### src/rtl/cart_bus_capture.sv
// Cartridge-bus capture front-end: synchronises and de-glitches the async strobes,
// detects qualified write strobes and queues address/extra bits in a FWFT FIFO.
module cart_bus_capture #(
  parameter int ADDR_W         = 8,
  parameter int EXTRA_W        = 1,
  parameter int SYNC_STAGES    = 2,
  parameter int FILTER_LEN     = 3,
  parameter int DEPTH          = 4,
  parameter bit CS_ACTIVE_HIGH = 1'b1
) (
  input  logic               clock_i,
  input  logic               reset_i,
  input  logic               wr_n_i,
  input  logic               cs_i,
  input  logic [ADDR_W-1:0]  addr_i,
  input  logic [EXTRA_W-1:0] extra_i,
  input  logic               busy_i,
  output logic               cap_valid_o,
  input  logic               cap_ready_i,
  output logic [ADDR_W-1:0]  cap_addr_o,
  output logic [EXTRA_W-1:0] cap_extra_o,
  output logic               ldq_o,
  output logic               overflow_o,
  output logic [7:0]         evt_count_o
);

  localparam int PTR_W  = $clog2(DEPTH);
  localparam int CNT_W  = (FILTER_LEN > 1) ? $clog2(FILTER_LEN) : 1;
  localparam int WORD_W = ADDR_W + EXTRA_W;
  localparam logic [CNT_W-1:0] CNT_MAX = CNT_W'(FILTER_LEN - 1);
  localparam logic CS_IDLE = ~CS_ACTIVE_HIGH;
  // Channel 0 is wr_n, channel 1 is cs.
  localparam logic [1:0] FILT_RST = {CS_IDLE, 1'b1};
  localparam logic [PTR_W:0] FULL_CNT = (PTR_W+1)'(DEPTH);

  logic [SYNC_STAGES-1:0] wr_sync_q, wr_sync_d;
  logic [SYNC_STAGES-1:0] cs_sync_q, cs_sync_d;
  logic [ADDR_W-1:0]      addr_sync_q [SYNC_STAGES];
  logic [ADDR_W-1:0]      addr_sync_d [SYNC_STAGES];
  logic [EXTRA_W-1:0]     extra_sync_q [SYNC_STAGES];
  logic [EXTRA_W-1:0]     extra_sync_d [SYNC_STAGES];

  logic [1:0]       s_vec;
  logic [1:0]       filt_q, filt_d;
  logic [CNT_W-1:0] cnt_q [2];
  logic [CNT_W-1:0] cnt_d [2];
  logic             wr_prev_q, wr_prev_d;

  logic [WORD_W-1:0] mem_q [DEPTH];
  logic [PTR_W-1:0]  wr_ptr_q, wr_ptr_d, rd_ptr_q, rd_ptr_d;
  logic [PTR_W:0]    count_q, count_d;
  logic [WORD_W-1:0] head_q, head_d;
  logic              ldq_q, ldq_d;
  logic              overflow_q, overflow_d;
  logic [7:0]        evt_q, evt_d;

  logic              event_w, pop_w, push_w, full_w;
  logic [WORD_W-1:0] push_word;

  always_comb begin
    wr_sync_d = {wr_sync_q[SYNC_STAGES-2:0], wr_n_i};
    cs_sync_d = {cs_sync_q[SYNC_STAGES-2:0], cs_i};
    addr_sync_d[0]  = addr_i;
    extra_sync_d[0] = extra_i;
    for (int i = 1; i < SYNC_STAGES; i++) begin
      addr_sync_d[i]  = addr_sync_q[i-1];
      extra_sync_d[i] = extra_sync_q[i-1];
    end
  end

  // A channel only flips after FILTER_LEN consecutive samples that disagree with it.
  always_comb begin
    s_vec  = {cs_sync_q[SYNC_STAGES-1], wr_sync_q[SYNC_STAGES-1]};
    filt_d = filt_q;
    for (int c = 0; c < 2; c++) begin
      cnt_d[c] = cnt_q[c];
      if (s_vec[c] == filt_q[c]) begin
        cnt_d[c] = '0;
      end else if (cnt_q[c] == CNT_MAX) begin
        filt_d[c] = s_vec[c];
        cnt_d[c]  = '0;
      end else begin
        cnt_d[c] = cnt_q[c] + 1'b1;
      end
    end
    wr_prev_d = filt_q[0];
  end

  always_comb begin
    event_w    = wr_prev_q & ~filt_q[0] & (filt_q[1] == CS_ACTIVE_HIGH);
    push_word  = {addr_sync_q[SYNC_STAGES-1], extra_sync_q[SYNC_STAGES-1]};
    full_w     = (count_q == FULL_CNT);
    pop_w      = (count_q != '0) & cap_ready_i;
    push_w     = event_w & (~full_w | pop_w);
    overflow_d = overflow_q | (event_w & full_w & ~pop_w);
    evt_d      = evt_q + 8'(event_w);
    wr_ptr_d   = wr_ptr_q + PTR_W'(push_w);
    rd_ptr_d   = rd_ptr_q + PTR_W'(pop_w);
    count_d    = count_q;
    if (push_w && !pop_w) begin
      count_d = count_q + 1'b1;
    end else if (!push_w && pop_w) begin
      count_d = count_q - 1'b1;
    end
    // The head slot may be the one being written this edge, so bypass the memory then.
    head_d = head_q;
    if (count_d != '0) begin
      if (push_w && (rd_ptr_d == wr_ptr_q)) begin
        head_d = push_word;
      end else begin
        head_d = mem_q[rd_ptr_d];
      end
    end
    ldq_d = (count_d == '0) & ~busy_i;
  end

  always_ff @(posedge clock_i) begin
    if (reset_i) begin
      wr_sync_q  <= '1;
      cs_sync_q  <= {SYNC_STAGES{CS_IDLE}};
      for (int i = 0; i < SYNC_STAGES; i++) begin
        addr_sync_q[i]  <= '0;
        extra_sync_q[i] <= '0;
      end
      filt_q     <= FILT_RST;
      cnt_q[0]   <= '0;
      cnt_q[1]   <= '0;
      wr_prev_q  <= 1'b1;
      wr_ptr_q   <= '0;
      rd_ptr_q   <= '0;
      count_q    <= '0;
      head_q     <= '0;
      ldq_q      <= 1'b0;
      overflow_q <= 1'b0;
      evt_q      <= '0;
    end else begin
      wr_sync_q  <= wr_sync_d;
      cs_sync_q  <= cs_sync_d;
      for (int i = 0; i < SYNC_STAGES; i++) begin
        addr_sync_q[i]  <= addr_sync_d[i];
        extra_sync_q[i] <= extra_sync_d[i];
      end
      filt_q     <= filt_d;
      cnt_q[0]   <= cnt_d[0];
      cnt_q[1]   <= cnt_d[1];
      wr_prev_q  <= wr_prev_d;
      wr_ptr_q   <= wr_ptr_d;
      rd_ptr_q   <= rd_ptr_d;
      count_q    <= count_d;
      head_q     <= head_d;
      ldq_q      <= ldq_d;
      overflow_q <= overflow_d;
      evt_q      <= evt_d;
    end
  end

  always_ff @(posedge clock_i) begin
    if (push_w) begin
      mem_q[wr_ptr_q] <= push_word;
    end
  end

  assign cap_valid_o = (count_q != '0);
  assign cap_addr_o  = head_q[WORD_W-1:EXTRA_W];
  assign cap_extra_o = head_q[EXTRA_W-1:0];
  assign ldq_o       = ldq_q;
  assign overflow_o  = overflow_q;
  assign evt_count_o = evt_q;

endmodule

### config.mk
export PLATFORM = sky130hd
export DESIGN_NAME = cart_bus_capture
export DESIGN_NICKNAME = d
export VERILOG_FILES = /design/src/rtl/cart_bus_capture.sv
export SDC_FILE = /design/constraint.sdc
export NUM_CORES = 1
export LEC_CHECK = 0
export ABC_AREA = 1
export CAP_MARGIN = 15
export CORE_MARGIN = 2
export CORE_UTILIZATION = 50
export CTS_CLUSTER_SIZE = 28
export DETAILED_ROUTE_END_ITERATION = 6
export PLACE_DENSITY_LB_ADDON = 0.2
export SYNTH_ARGS = -nofsm -noshare
export SYNTH_HDL_FRONTEND = slang
export SYNTH_SLANG_ARGS = --single-unit
### constraint.sdc
create_clock -name clock_i -period 2.5 [get_ports clock_i]
set_input_delay 0.25 -clock clock_i [delete_from_list [all_inputs] [get_ports clock_i]]
set_output_delay 0.25 -clock clock_i [all_outputs]
set_load 0.01 [all_outputs]
Yosys cells after proc, flatten, opt, wreduce, memory -nomap -nowiden
Memories as Yosys holds them, arrays and structs flattened. A register that Yosys moved wholly into a read port is not among the register bits. Index checks and enable logic that the tools add are counted.

Add/subtract/negate cells: 7. Multipliers: 0. Div/mod/pow operators: 0. $lt $le $gt $ge: 0. Equal/unequal tests: 5. Shift-type cells: 0. Muxes and demuxes: 17. Bitwise gates (word level): 21. Reductions and logical operators: 9.

Operator list (count): 2-to-1 mux 8 bit (2); 2-to-1 mux 2 bit (6); adder 8 x 1 -> 8 bit (1); OR 1 bit (8); bitwise AND 1 bit (7); 2-to-1 mux 1 bit (7); 2-to-1 mux 3 bit (2); inverter 1 bit (6); nonzero test 3 bit (2); adder 2 x 1 -> 2 bit (2); adder 2 x 1 -> 2 bit, second input constant (2); equality test 2 bit, second input constant (2); AND reduction 2 bit (2); adder 3 x 1 -> 3 bit, second input constant (1); equality test 3 bit, second input constant (1); logical NOT 3 bit (1); subtractor 3 x 1 -> 3 bit, second input constant (1); equality test 1 bit (2); logical AND 1 bit (2); logical NOT 1 bit (2).

Register bits: 24. Bits in latches: 0. Bits in writable memories: 58. Memory bits (read-only): 0. Input port bits: 15. Output and inout port bits: 20. Logic and storage cells: 74. Memories kept: 4.

Memories: mem_q (depth 4, width 9, rd ports 1, clocked after Yosys merged registers in 1, write ports 1, line 49) `logic [WORD_W-1:0] mem_q [DEPTH];`; addr_sync_q (depth 2, width 8, rd ports 2, clocked after Yosys merged registers in 0, write ports 2, line 38) `logic [ADDR_W-1:0] addr_sync_q [SYNC_STAGES];`; cnt_q (depth 2, width 2, rd ports 2, clocked after Yosys merged registers in 0, write ports 2, line 45) `logic [CNT_W-1:0] cnt_q [2];`; extra_sync_q (depth 2, width 1, rd ports 2, clocked after Yosys merged registers in 0, write ports 2, line 40) `logic [EXTRA_W-1:0] extra_sync_q [SYNC_STAGES];`.

Depth between registers and ports, before layout
Word-level depth: 10. Mapped depth: 14. Mapped depth without buffers: 13.

Worst setup path after synthesis
Ideal clock, no wire load.

Kind: reg-to-reg. Start point: register count_q[0]. End point: register head_q[8] (read register of mem_q). Arrival: 2.014 ns. Required time: 2.387 ns. Setup slack: 0.373 ns. Stages on the path, launching flop included: 12. Buffers on the path: 1. Period minus slack after synthesis: 2.127 ns. Cells stage by stage: dfxtp_1 > inv_1 > ha_1 > a21oi_2 > ha_1 > buf_2 > xnor2_1 > nand2_4 > o21ai_0 > nand2_1 > a21oi_2 > nor2_1.

Elaborated cells on any way between the ends: 16.

RTL lines: from (decl) (line 51) `logic [PTR_W:0] count_q, count_d;`; from (signal assigned) (line 149) `count_q <= count_d;`; nonzero test 3 bit (line 93) `pop_w = (count_q != '0) & cap_ready_i;`; bitwise AND 1 bit (line 93); adder 2 x 1 -> 2 bit (line 98) `rd_ptr_d = rd_ptr_q + PTR_W'(pop_w);`; named net rd_ptr_d[0] (line 50) `logic [PTR_W-1:0] wr_ptr_q, wr_ptr_d, rd_ptr_q, rd_ptr_d;`; to (decl) (line 52) `logic [WORD_W-1:0] head_q, head_d;`.

The timed path passes the listed nets, and every way through them passes these cells. A chain may end at the register's enable or synchronous reset.

Final worst setup path
Start point: register count_q[0]. End point: register head_q[4] (read register of mem_q).

The elaborated chain is that of the path after synthesis.

==> results.md <==
- P per Cell Area: 1060 nW/um^2
- Cells after Synth: 412
- Synth top area share: 29.0%
- Post-layout util: 61.5%
- Setup Skew: 0.00782 ns
- Ant. Diodes: 0
- Crit path DAT: 2.53 ns
- H-tree levels: 3
- Kind of end point of the critical path: flip-flop
- Setup TNS Final: 0 ns
- Clock latency on the worst-skew pair: 0.35 ns
- Leak: 1.88 nW
- Sequential share of the synthesized area: 57.4%
- Detailed Route Iter0 Violations: 93
- Setup violations, final: 0
- Highest metal used: met4
- Number of global-route vias before repair: 2497
- Largest net degree at the start of global routing: 37
- Vias: 2652
- Reg-to-reg startpoint: count_q[0]$_SDFF_PP0_
- Clk sinks: 91
- Path depth of the worst reg2reg path: 11
- RSZ-0062 raised after global routing: false
- WL/cell: 12.1 um
- Clock root buffer: clkbuf_8
- Core area: 7290 sq um
- Routed Antenna Nets: 0
- FP Rows: 31
- CTS tree: yes
- Metal3 WL: 362 um
- Synthesized area per cell: 9.23 sq um
- Worst Hold Class: reg -> reg
- Fin. max-slew vios: 0
- Final HPWL DP: 4590 um
- Sw Pwr: 1.82 mW
- Post-route insts no fill: 559
- Grt total ovfl: 0
- Post-route clock period utilization: 89.7%
- DP Cell Count: 542
- Setup CP Type: reg -> reg
- Synth unique cells: 34
- Share of cells above drive strength 1: 13.9%
- FMAX: 446 MHz
- Count of state elements after synthesis: 91
- Comb pwr share: 43.1%
- Syn Nets: 436
- Final worst path period need: 2.24 ns
- Fin area: 4480 sq um
- Initial antenna violation count: 0
- Sink of the worst hold path: addr_sync_q[0][10]$_SDFF_PP0_
- Die Wd: 91.2 um
- Commonest cells after routing, fill and taps aside: nand2_1, dfxtp_1, nor2_1, inv_1, edfxtp_1
- GR Util All Layers: 17.7%
- CTS Hold Buffers Added: 0
- Fin. Hold Viols: 0
- Detailed Route WL: 6760 um
- Final hold slack: 0.403 ns
- Post-Syn Area: 3800 sq um
- Yosys warns: 0
- Die area: 8320 sq um
- GP Congestion: 0.816
- Max capacitance violation total: 0
- Worst path required time: 2.79 ns
- Hold path start: addr_sync_q[0][2]$_SDFF_PP0_
- Pre-antenna DRT Iters: 4
- Synth area leader: dfxtp_1
- Initial Util: 52.1%
- Detailed-route vias per instance: 4.74
- Most common cell after layout, fill and taps aside: nand2_1
- Startpoint types: flip-flop
- Residual DRC: 0
- Global-route wire length before repair: 11600 um
- Rel. slew slack: 60.6%
- I/O pin total: 35
- I/O Buffers: 34
- DRT met1 WL: 3220 um
- Clock network power share: 20.7%
- Main area contributors after synthesis: dfxtp_1, edfxtp_1, nand2_1, nor2_1, inv_1
- Net count reported at finish: 479
- Hold path cells: 2
- Flop-to-flop setup slack: 0.26 ns
- Outcome: finished clean
- CTS Buffer Depth: 2
- Dpl cell area: 4250 sq um
- Least-Margin Pin Slew: 0.590 ns
- Sequential share of power: 36.2%
- Sw Share: 38.2%
- CP max FO: 10
- Cell internal pwr: 2.95 mW
- Height of the die: 91.2 um
- Wire length on met2: 3050 um
- CTS buffer count: 9
- Peak supply drop: 0.530 mV
- Reg-to-Reg End: head_q[4]$_SDFFE_PP0P_
- Worst-path clk slew: 0.09 ns
- Area delta synth->final: 17.9%
[stage by stage]
stage	setup WS (ns)	total power [mW]
finish	0.258	4.77
global route	0.0255	5.11
CTS	0.0520	4.72
detailed placement	0.0113	3.73
global placement	0.0837	3.71
floorplan	0.373	3.42
[cell type report]
| class | instances | area (sq um) |
|---|---|---|
| fill | 642 | 2810 |
| sequential | 91 | 2180 |
| multi-input combinational | 262 | 1360 |
| timing repair buffer | 44 | 428 |
| inverter | 47 | 185 |
| clock buffer | 12 | 176 |
| tap | 99 | 124 |
| clock inverter | 4 | 27.5 |
[per-layer routing]
layer / vias to the layer above / global-route usage [%]
met5: - / 0
met1: 1179 / 23.4
li1: 1391 / -
met4: 0 / 8.84
met2: 68 / 27.8
met3: 14 / 3.40
[worst max-delay path by stage]
stage	start	to	cells past startpoint
final	count_q[0]$_SDFF_PP0_	head_q[4]$_SDFFE_PP0P_	11
after global routing	count_q[0]$_SDFF_PP0_	head_q[0]$_SDFFE_PP0P_	13
after CTS	count_q[0]$_SDFF_PP0_	head_q[4]$_SDFFE_PP0P_	13
after detailed placement	cap_ready_i	head_q[4]$_SDFFE_PP0P_	13
after global placement	cap_ready_i	head_q[4]$_SDFFE_PP0P_	13
after floorplan	count_q[0]$_SDFF_PP0_	head_q[8]$_SDFFE_PP0P_	11
[kinds of logic after synthesis]
logic type | share of synthesized area [%]
flops | 57.4
simple gates | 25.3
compound gates | 5.96
xor+xnor | 1.35
buf+inv | 7.07
fa+ha+maj | 2.96
[critical path: stages (launching register included)]
cell	delay (ns)
dfxtp_1	0.38
inv_1	0.10
ha_1	0.27
a21oi_2	0.20
ha_1	0.32
xnor2_2	0.23
nand2_4	0.14
nor2_8	0.20
nand2_1	0.07
nand2_1	0.12
a21oi_2	0.04
nor2_1	0.10
[state kept, by name, summed over array words and instances (netlist names), 3 cells and up]
signal,count
evt_count_o,8
head_q,9
count_q,3
addr_sync_q,16
cnt_q,4
mem_q,36
[Yosys cell counts, drive strengths merged]
cell,n
xnor2,3
nand4,3
buf,5
nor3b,1
dfxtp,55
xor2,2
nor3,4
o21ai,13
a21oi,19
inv,45
clkbuf,7
nand3,21
nand2,129
nor2,52
a31oi,1
clkinv,2
ha,9
or2,2
o21a,1
edfxtp,36
o211ai,2
[power by group through the flow]
stage	sequential [mW]	combinational, mW	clock (mW)
final	1.73	2.05	0.988
after CTS	1.73	1.98	1.01
after floorplan	1.77	1.65	0
after global placement	1.76	1.95	0
after global routing	1.75	2.29	1.07
after detailed placement	1.76	1.97	0
[timing repair]
item                                    in CTS  in global routing
buffers inserted                             0                  1
resized for setup                            0                  2
endpoints found under the setup margin       0                  9
Power figures use the tool's default switching activity.
